`src/rtl/uart_apb_pkg.sv`:
```
// Shared types and constants for the UART APB requester and its command sources.
package uart_apb_pkg;

  // APB bus geometry
  localparam int APB_AW = 32;
  localparam int APB_DW = 32;
  localparam int APB_SW = 4;

  // uart_top register map (byte offsets)
  localparam logic [APB_AW-1:0] UART_REG_DATA   = 32'h0000_0000;
  localparam logic [APB_AW-1:0] UART_REG_CTRL   = 32'h0000_0004;
  localparam logic [APB_AW-1:0] UART_REG_STATUS = 32'h0000_0008;
  localparam logic [APB_AW-1:0] UART_REG_BAUD   = 32'h0000_000C;

  // Requester FSM states
  typedef enum logic [1:0] {
    S_IDLE   = 2'd0,
    S_SETUP  = 2'd1,
    S_ACCESS = 2'd2,
    S_RESP   = 2'd3
  } apb_state_e;

endpackage

```
`src/rtl/uart_apb_wait_cnt.sv`:
```
// Saturating ACCESS-phase wait counter; o_hit flags that the timeout limit is reached.
module uart_apb_wait_cnt #(
  parameter int TIMEOUT_CYCLES = 16,
  parameter int CNT_W          = 8
) (
  input  logic i_clk,
  input  logic i_rst,
  input  logic i_clr,
  input  logic i_en,
  output logic o_hit
);

  localparam logic [CNT_W-1:0] LP_LIMIT  = CNT_W'(TIMEOUT_CYCLES);
  localparam logic [CNT_W-1:0] LP_MAX    = '1;
  localparam bit               LP_ENABLE = (TIMEOUT_CYCLES != 0);

  logic [CNT_W-1:0] r_cnt;

  // Count enabled cycles, clear on request, hold at all-ones instead of wrapping
  always_ff @(posedge i_clk) begin
    if (i_rst || i_clr) begin
      r_cnt <= '0;
    end else if (i_en && (r_cnt != LP_MAX)) begin
      r_cnt <= r_cnt + CNT_W'(1);
    end
  end

  // A zero limit means the timeout is disabled
  assign o_hit = LP_ENABLE && (r_cnt == LP_LIMIT);

endmodule

```
`src/rtl/uart_apb_master.sv`:
```
// APB4 requester: one register transfer per command, response with read data,
// slave error and timeout status. All outputs come straight from registers.
module uart_apb_master
  import uart_apb_pkg::*;
#(
  parameter int TIMEOUT_CYCLES = 16,
  parameter int CNT_W          = 8
) (
  input  logic              pclk,
  input  logic              preset,
  // command channel
  input  logic              cmd_valid,
  output logic              cmd_ready,
  input  logic              cmd_write,
  input  logic [APB_AW-1:0] cmd_addr,
  input  logic [APB_DW-1:0] cmd_wdata,
  input  logic [APB_SW-1:0] cmd_strb,
  // response channel
  output logic              rsp_valid,
  input  logic              rsp_ready,
  output logic [APB_DW-1:0] rsp_rdata,
  output logic              rsp_slverr,
  output logic              rsp_timeout,
  // APB requester port
  output logic              psel,
  output logic              penable,
  output logic              pwrite,
  output logic [APB_AW-1:0] paddr,
  output logic [APB_DW-1:0] pwdata,
  output logic [APB_SW-1:0] pstrb,
  input  logic [APB_DW-1:0] prdata,
  input  logic              pready,
  input  logic              pslverr
);

  apb_state_e        r_state;
  logic              r_cmd_ready;
  logic              r_rsp_valid;
  logic [APB_DW-1:0] r_rsp_rdata;
  logic              r_rsp_slverr;
  logic              r_rsp_timeout;
  logic              r_psel;
  logic              r_penable;
  logic              r_pwrite;
  logic [APB_AW-1:0] r_paddr;
  logic [APB_DW-1:0] r_pwdata;
  logic [APB_SW-1:0] r_pstrb;

  logic w_accept;
  logic w_in_access;
  logic w_timeout_hit;

  assign w_accept    = (r_state == S_IDLE) && r_cmd_ready && cmd_valid;
  assign w_in_access = (r_state == S_ACCESS);

  uart_apb_wait_cnt #(
    .TIMEOUT_CYCLES (TIMEOUT_CYCLES),
    .CNT_W          (CNT_W)
  ) u_wait_cnt (
    .i_clk (pclk),
    .i_rst (preset),
    .i_clr (w_accept),
    .i_en  (w_in_access),
    .o_hit (w_timeout_hit)
  );

  // Transfer FSM with all outputs registered; reset drops any in-flight transfer
  always_ff @(posedge pclk) begin
    if (preset) begin
      r_state       <= S_IDLE;
      r_cmd_ready   <= 1'b0;
      r_rsp_valid   <= 1'b0;
      r_rsp_rdata   <= '0;
      r_rsp_slverr  <= 1'b0;
      r_rsp_timeout <= 1'b0;
      r_psel        <= 1'b0;
      r_penable     <= 1'b0;
      r_pwrite      <= 1'b0;
      r_paddr       <= '0;
      r_pwdata      <= '0;
      r_pstrb       <= '0;
    end else begin
      unique case (r_state)
        S_IDLE: begin
          if (w_accept) begin
            // Reads never carry data or strobes onto the bus
            r_cmd_ready <= 1'b0;
            r_psel      <= 1'b1;
            r_penable   <= 1'b0;
            r_pwrite    <= cmd_write;
            r_paddr     <= cmd_addr;
            r_pwdata    <= cmd_write ? cmd_wdata : '0;
            r_pstrb     <= cmd_write ? cmd_strb : '0;
            r_state     <= S_SETUP;
          end else begin
            r_cmd_ready <= 1'b1;
          end
        end
        S_SETUP: begin
          r_penable <= 1'b1;
          r_state   <= S_ACCESS;
        end
        S_ACCESS: begin
          // pready wins over a timeout landing in the same cycle
          if (pready || w_timeout_hit) begin
            r_rsp_valid   <= 1'b1;
            r_rsp_rdata   <= (pready && !r_pwrite) ? prdata : '0;
            r_rsp_slverr  <= pready ? pslverr : 1'b0;
            r_rsp_timeout <= !pready;
            r_psel        <= 1'b0;
            r_penable     <= 1'b0;
            r_pwrite      <= 1'b0;
            r_paddr       <= '0;
            r_pwdata      <= '0;
            r_pstrb       <= '0;
            r_state       <= S_RESP;
          end
        end
        S_RESP: begin
          if (rsp_ready) begin
            r_rsp_valid   <= 1'b0;
            r_rsp_rdata   <= '0;
            r_rsp_slverr  <= 1'b0;
            r_rsp_timeout <= 1'b0;
            r_cmd_ready   <= 1'b1;
            r_state       <= S_IDLE;
          end
        end
        default: begin
          r_state <= S_IDLE;
        end
      endcase
    end
  end

  assign cmd_ready   = r_cmd_ready;
  assign rsp_valid   = r_rsp_valid;
  assign rsp_rdata   = r_rsp_rdata;
  assign rsp_slverr  = r_rsp_slverr;
  assign rsp_timeout = r_rsp_timeout;
  assign psel        = r_psel;
  assign penable     = r_penable;
  assign pwrite      = r_pwrite;
  assign paddr       = r_paddr;
  assign pwdata      = r_pwdata;
  assign pstrb       = r_pstrb;

endmodule

```
`config.mk`:
```
export PLATFORM = sky130hd
export DESIGN_NAME = uart_apb_master
export DESIGN_NICKNAME = d
export VERILOG_FILES = /design/src/rtl/uart_apb_pkg.sv /design/src/rtl/uart_apb_wait_cnt.sv /design/src/rtl/uart_apb_master.sv
export SDC_FILE = /design/constraint.sdc
export NUM_CORES = 1
export LEC_CHECK = 0
export CORE_AREA = 4 4 108 120
export CTS_CLUSTER_DIAMETER = 120
export DETAILED_ROUTE_END_ITERATION = 10
export DIE_AREA = 0 0 112 124
export PLACE_DENSITY = 0.76
export SLEW_MARGIN = 15
export SYNTH_ARGS = -nofsm -noshare
export SYNTH_HDL_FRONTEND = slang
export SYNTH_SLANG_ARGS = --single-unit
```
`constraint.sdc`:
```
create_clock -name pclk -period 3.7 [get_ports pclk]
set_input_delay 0.74 -clock pclk [delete_from_list [all_inputs] [get_ports pclk]]
set_output_delay 0.74 -clock pclk [all_outputs]
set_load 0.02 [all_outputs]
```
== Word level (Yosys, flattened, before mapping) ==
Index checks and enable logic that the tools add are counted.
Widths: inputs -> output; s select.
Storage, ports and cells
  register bits after elaboration: 117
  output and inout bits: 107
  bits of input ports: 107
  word-level logic and storage cells: 76
Cells by class
  add/sub/neg operators: 1
  reductions and logical operators: 18
  equality and inequality tests: 8
  mux-type cells: 36
Operator list (count)
  $mux 32: 7
  $pmux 32 s2: 3
  $mux 4: 3
  $pmux 1 s2: 6
  $reduce_and 3->1: 4
  $mux 1: 11
  $add 8x1->8 const B: 1
  $eq 8x5->1 const B: 1
  $ne 8x8->1 const B: 1
  $pmux 2 s4: 1
  $pmux 4 s2: 1
  $mux 2: 3
  $reduce_bool 2->1: 3
  $eq 2x2->1 const B: 2
  $logic_and 1x1->1: 4
  $ne 2x2->1 const B: 2
  $pmux 1 s3: 1
  $reduce_bool 3->1: 1
  $eq 2x1->1 const B: 1
  $logic_not 1->1: 2
  $logic_not 2->1: 1
  $logic_or 1x1->1: 2
  $ne 2x1->1 const B: 1
  $reduce_and 2->1: 1

== Logic depth before layout (Yosys ltp) ==
Gate-level depths: netlist (run 1).
  word-level depth: 5
  mapped depth: 8

== By module ==
From an unflattened synthesis (run 1), not the netlist that was laid out.
Second synthesis, totals
  cell total of the unflattened synthesis: 474
  area total of the unflattened synthesis: 4551.9 um2
Modules (own cells, without submodules)
  uart_apb_master: cells an instance 425, times used 1, seq. area each 2182.1 um2, area an instance 4108.9 um2
  uart_apb_wait_cnt: cells an instance 49, times used 1, seq. area each 160.2 um2, area an instance 442.9 um2

== Worst setup path before layout (run 1) ==
OpenSTA, ideal clock, no wires.
  kind: input-to-reg
  from: input port preset
  to: register r_rsp_rdata[0] (netlist: rsp_rdata[0])
  data arrival time: 1933 ps
  path buffers: 2
  library setup time: 72 ps
  cell stages on the path: 5
  required time: 3628 ps
  path slack: 1695 ps
  cell sequence: clkbuf_1 nor4b_1 clkbuf_1 nand2_1 mux2i_1
RTL lines
  start: declaration: RTL line uart_apb_master.sv:10  | input logic preset,
  end signal: assignment: RTL line uart_apb_master.sv:107  | r_rsp_rdata <= (pready && !r_pwrite) ? prdata : '0;
  end: declaration: RTL line uart_apb_master.sv:39  | logic [APB_DW-1:0] r_rsp_rdata;

== Worst setup path in the final report (run 1) ==
  from: input port rsp_ready
  to: register r_rsp_rdata[14] (netlist: rsp_rdata[14])
Between the ends
  longest elaborated chain between the ends: 2
RTL lines
  start: declaration: RTL line uart_apb_master.sv:20  | input logic rsp_ready,
  $ne 2x2->1 (no source line)
  $reduce_and 3->1 (no source line)
No other way between the ends.
A chain may end at the register's enable or synchronous reset.

==> flow_summary_export.csv, run 1 <==
group,metric,value,unit
drt,ant_nets,0,
logic_synthesis,syn_inst,469,
die,start_util,0.3878,
setup_path,cp-start-kind,"primary input",
timing,finalSetupViolations,0,
power,leakage,2.605,nW
global_routing,grt_max_degree,65,
drt,wl_per_cell,16.62,µm
cts,max-clock-path-buffers,2,
timing,fmaxAchievable,0.3963,GHz
die,core,11820,µm²
timing,final_hold_viol_count,0,
cts,root_buffer,"clkbuf_16",
place,placed_cells,808,
logic_synthesis,ys.flop_type,"dfxtp_1",
logic_synthesis,synth_nets,582,
finish,final_core_util,0.6239,
timing,fin_skew,0.01235,ns
power,powerDensity,484.5,nW/µm²
logic_synthesis,yosys_warnings,0,
finish,fin_cells,838,
finish,antenna_cells,0,
die,dieArea,13890,µm²
global_routing,global_route.usage.total,0.1928,
logic_synthesis,ys_types,42,
timing,rsz0062_at_grt,"no",
setup_path,path_buf_inv,1,
setup_path,r2r_setup_slack,1.18,ns
finish,drive_gt1_frac,0.06287,
drt,drc,0,
cts,clock_latency,0.41,ns
timing,min_period_over_period,0.6820,
run,drv_cap,0,
cts,hold_buffers,0,
cts,cts_tree,"built",
finish,nFillCells,994,
cts,cts_resized,0,
setup_path,cp_top_family,"simple AND/OR/NAND/NOR gates",
setup_path,critPathKind,"primary input to register",
status,status,"finished, final reports clean",
cts,cts_setup_buffers,0,
timing,fin_crit,2.523,ns
place,hpwl,9.818,mm
global_routing,grt_pass1_vias,4302,
power,ir_drop,320.0,µV
setup_path,crit_slowest_cell,"nor2_4",
setup_path,slowest_delay,0.94,ns
drt,firstDrtPassIters,4,
die,dieHeight,124,µm
global_routing,antenna_found_initial,0,
cts,clk_pin_slew,0.05,ns
setup_path,crit_fanout,32,
setup_path,crit_chain,"clkdlybuf4s50_1, nand2b_1, o21ai_0, nor2_4, mux2i_1",
global_routing,grt_pass1_wl,21.60,mm
finish,final_nets,786,
drt,routed_wl,13.93,mm
place,io_buffers,213,
place,place_area,6802,µm²
global_routing,grt_overflow,0,
finish,area_growth,60.87,%
drt,drt_iter0_drc,261,
drt,vias,4281,
cts,cts-buffers-inserted,17,
setup_path,cp-end-kind,"register",
setup_path,required,4.02,ns
setup_path,cp.arrival,2.84,ns
logic_synthesis,ys_ff_latch,117,
hold_path,hp-class,"register to register",
die,ios,214,
logic_synthesis,synth_enable_flop_cells,0,
cts,htree_levels,4,
finish,fin_area,7377,µm²
place,gp_congestion,0.8587,
logic_synthesis,synth_seq_area_share,0.5108,
cts,clock_sinks,117,
die,die_w,112,µm
drt,routed_via_density,5.109,
logic_synthesis,netlist_area,4586,µm²
timing,tightest_slew,1.147,ns
die,num_rows,42,
logic_synthesis,synth.avg_cell_area,9.778,µm²
timing,maxSlewHeadroom,0.2333,
timing,tns,0,ns
timing,final_max_slew_viol_count,0,
logic_synthesis,async_flop_share,0,
[synth_stat cells (all sizes together), types with 2 or more instances]
cell / number / area (µm²)
and3: 2 / 12.51
or3: 2 / 17.52
nor4b: 2 / 23.77
nor3: 2 / 10.01
nand2: 40 / 150.1
clkbuf: 23 / 86.33
ha: 6 / 75.07
a21oi: 42 / 214.0
a22o: 36 / 315.3
inv: 4 / 15.01
o21ai: 38 / 193.9
buf: 12 / 85.08
nand3b: 18 / 135.1
mux2i: 34 / 340.3
dfxtp: 117 / 2342
nand2b: 39 / 244.0
xor2: 3 / 26.28
nor2: 12 / 52.55
nand3: 17 / 85.08
o31ai: 3 / 22.52
nor2b: 2 / 12.51
[stage by stage]
step | power [mW] | hold WS, ns | setup WS, ns
5_1_grt | 3.703 | 0.4817 | 0.9973
3_3_place_gp | 2.007 | 0.4554 | 0.8381
6_report | 3.574 | 0.4696 | 1.177
3_5_place_dp | 2.023 | 0.4532 | 0.7331
4_1_cts | 3.604 | 0.4738 | 1.123
2_1_floorplan | 1.714 | 0.4756 | 1.695
[final timing paths]
kind / to / depth (start not counted) / from
worst max-delay path: rsp_rdata[14] / 5 / rsp_ready
worst min-delay path: pwdata[23] / 1 / pwdata[23]
worst max register to register: rsp_rdata[14] / 7 / r_state[0]
worst min register to register: pwdata[23] / 1 / pwdata[23]
[worst reg2reg max path: cells and delay by family (launching register included)]
kind                     cells  cell delay (ns)
AND/OR/NAND/NOR              2             1.07
buffers and inverters        2             0.31
AO/OA/AOI/OAI                1             0.14
flip-flops                   1             0.36
adder cells (fa/ha/maj)      1             0.22
multiplexers                 1             0.33
[cells in the final DEF, fill, tap and decap left out, types with 2 or more instances in the layout]
cell	count
nor2b_1	2
nor3_1	2
buf_4	7
bufinv_16	2
mux2i_1	34
nand3_1	17
clkinvlp_4	3
a21oi_1	41
nand2b_1	39
nand2_1	40
and3_1	2
clkbuf_8	3
clkdlybuf4s50_1	212
ha_1	6
nand3b_1	18
inv_1	4
xor2_1	3
a22o_1	36
o21ai_0	37
clkbuf_16	17
clkbuf_1	2
dfxtp_1	117
nor2_1	11
o31ai_1	3
clkinv_2	2
[metal layers]
layer,vias to the layer above,track usage,part of all wire
met1,2035,0.2214,0.40
met5,-,0,0
met4,0,0.07513,0.021
met2,163,0.3351,0.51
li1,2060,-,-
met3,23,0.06365,0.072
[registers in the layout, indices dropped and copies added, names as in the netlist, 2 cells and up]
register,count
pwdata,32
r_state,2
paddr,32
rsp_rdata,32
pstrb,4
u_wait_cnt.r_cnt,8
[area by class of cell]
cell class,count,area (µm²),area share
tap,154,192.7,0.02612
inverter,4,15.01,0.002035
sequential,117,2342,0.3175
clock inverter,8,101.3,0.01374
multi-input combinational,313,2072,0.2809
clock buffer,22,474.2,0.06428
timing repair buffer,220,2180,0.2955
[where the power goes]
part | switching, mW | total, mW | internal (mW)
Combinational | 0.306 | 0.621 | 0.315
Sequential | 0.0398 | 1.37 | 1.33
Clock | 0.545 | 1.58 | 1.03
Total | 0.890 | 3.57 | 2.68
[kinds of logic after synthesis]
group,Yosys count,share of synthesized area
xor+xnor,4,0.007641
simple gates,143,0.1754
mux,34,0.07422
buf+inv,39,0.04065
fa+ha+maj,6,0.01637
flops,117,0.5108
compound gates,126,0.1749
Note: power is estimated with default switching activity, not from simulation.
==> run 2, diff against run 1 <==
==> constraint.sdc (replaced) <==
create_clock -name pclk -period 2.6 [get_ports pclk]
set_input_delay 0.52 -clock pclk [delete_from_list [all_inputs] [get_ports pclk]]
set_output_delay 0.52 -clock pclk [all_outputs]
set_load 0.02 [all_outputs]
==> run 2 against run 1 <==
  * Register-to-register slack got worse by 0.80 ns
  * Wire length decreased by 0.31%
  * Count of clock-buffer cells in the layout decreased by 3
  * Sequential share of layout area decreased by 0.14 points
  * Global-route usage decreased by 0.095 points
  * Final area increased by 0.44%
  * First-iteration DRC count increased by 21%
  * Worst hold slack improved by 0.0014 ns
  * Critical path depth increased by 2
  * Die area unchanged
  * Non-clock buffer count increased by 4
  * Total power increased by 41%
  * Critical endpoint is now pstrb[2]
  * Highest routed layer unchanged
==> flow_summary_export.csv, run 2 (synthesis gave the netlist of run 1 again) <==
group,metric,value,unit
status,status,"finished, final reports clean",
global_routing,antenna_found_initial,0,
timing,maxSlewHeadroom,0.4979,
finish,nFillCells,975,
cts,cts_tree,"built",
cts,htree_levels,4,
cts,clk_pin_slew,0.06,ns
die,dieHeight,124,µm
finish,drive_gt1_frac,0.07246,
place,placed_cells,812,
place,gp_congestion,0.8529,
die,start_util,0.3878,
setup_path,r2r_start,"u_wait_cnt.r_cnt[0]",
setup_path,cp-start-kind,"register",
hold_path,hp-class,"register to register",
cts,max-clock-path-buffers,2,
setup_path,cp_top_family,"compound AO/OA/AOI/OAI gates",
timing,final_hold_viol_count,0,
die,dieArea,13890,µm²
finish,final_core_util,0.6267,
setup_path,cp.arrival,2.51,ns
setup_path,r2r_setup_slack,0.38,ns
hold_path,min_to,"rsp_rdata[10]",
die,num_rows,42,
drt,routed_wl,13.89,mm
setup_path,required,2.89,ns
finish,area_growth,61.58,%
setup_path,crit_slowest_cell,"o21ai_2",
timing,tns,0,ns
drt,vias,4319,
finish,fin_cells,844,
cts,cts_resized,0,
hold_path,hp-start,"rsp_rdata[10]",
timing,tightest_slew,0.7530,ns
cts,clock_sinks,117,
run,drv_cap,0,
timing,fin_ws,0.3768,ns
timing,final_max_slew_viol_count,0,
setup_path,path_buf_inv,2,
timing,fin_crit,2.223,ns
die,core,11820,µm²
setup_path,cp-end-kind,"register",
place,io_buffers,213,
die,die_w,112,µm
finish,antenna_cells,0,
drt,ant_nets,0,
global_routing,grt_max_degree,38,
hold_path,whs_path_depth,2,
drt,firstDrtPassIters,4,
finish,final_nets,790,
timing,finalSetupViolations,0,
finish,most-common-layout-cells,"212 x clkdlybuf4s50_1, 117 x dfxtp_1, 41 x a21oi_1, 40 x nand2_1, 39 x nand2b_1",
power,leakage,2.622,nW
setup_path,r2r_end,"pstrb[2]",
place,hpwl,9.797,mm
cts,clock_latency,0.41,ns
global_routing,grt_pass1_vias,4235,
power,powerDensity,680.9,nW/µm²
global_routing,grt_overflow,0,
setup_path,critPathKind,"register to register",
global_routing,global_route.usage.total,0.1919,
drt,routed_via_density,5.117,
setup_path,slowest_delay,0.68,ns
place,place_ws,0.2754,ns
drt,wl_per_cell,16.45,µm
drt,drc,0,
timing,fmaxAchievable,0.4498,GHz
timing,rsz0062_at_grt,"no",
setup_path,crit_chain,"inv_1, ha_1, nand4bb_1, o21ai_2, a21oi_2, buf_4, a22o_1",
setup_path,r2r_cells,7,
finish,final_common_cell,"clkdlybuf4s50_1",
power,ir_drop,423.7,µV
cts,hold_buffers,0,
cts,root_buffer,"clkbuf_16",
global_routing,grt_pass1_wl,21.55,mm
cts,cts-buffers-inserted,17,
setup_path,crit_fanout,37,
die,ios,214,
drt,drt_iter0_drc,317,
cts,cts_setup_buffers,0,
timing,fin_skew,0.01626,ns
timing,min_period_over_period,0.8551,
## run 2: area by class of cell
cell class	instances	area (µm²)	share of cell area
timing repair buffer	224	2222	0.2999
inverter	4	15.01	0.002026
multi-input combinational	313	2072	0.2796
tap	154	192.7	0.02600
clock inverter	13	122.6	0.01655
clock buffer	19	442.9	0.05978
sequential	117	2342	0.3161
## run 2: routing by layer
layer	vias up	wire [µm]	part of all wire	track usage
met3	23	1043	0.075	0.06608
met5	-	0	0	0
met2	156	6823	0.49	0.3167
met4	0	291	0.021	0.09016
li1	2073	-	-	-
met1	2067	5729	0.41	0.2259
## run 2: metrics by stage
step	total power [mW]	hold WS [ns]	area (µm²)
floorplan	2.439	0.4756	4586
global placement	2.866	0.4555	6844
detailed placement	2.884	0.4550	6844
CTS	5.096	0.4716	7410
global route	5.248	0.4862	7410
finish	5.045	0.4710	7410
## run 2: how the worst max path moves through the flow
stage,startpoint,end,slack (ns),cells past startpoint
floorplan,r_state[0],pwdata[22],0.77,6
global placement,pready,pwdata[13],0.37,6
detailed placement,pready,pwdata[14],0.28,6
CTS,u_wait_cnt.r_cnt[0],pwdata[7],0.39,7
global route,u_wait_cnt.r_cnt[0],pwdata[19],0.23,7
finish,u_wait_cnt.r_cnt[0],pstrb[2],0.38,7
## run 2: where the power goes
part           internal, mW  total, mW  leakage [nW]  switching, mW
clock                  1.35       2.20         0.267          0.850
combinational         0.456      0.894          1.41          0.437
sequential             1.90       1.95         0.948         0.0561
## run 2: tightest hold or removal path: stages (launching register included)
cell      delay (ns)
dfxtp_1         0.31
nand2b_1        0.06
mux2i_1         0.06
==> run 3, diff against run 2 <==
--- a/config.mk
+++ b/config.mk
@@ -6,7 +6,7 @@
 export NUM_CORES = 1
 export LEC_CHECK = 0
 export CORE_AREA = 4 4 108 120
-export CTS_CLUSTER_DIAMETER = 120
+export CTS_CLUSTER_DIAMETER = 50
 export DETAILED_ROUTE_END_ITERATION = 10
 export DIE_AREA = 0 0 112 124
 export PLACE_DENSITY = 0.76
==> results of run 3 <==
No change in the layout: final DEF, timing and power equal those of run 2.
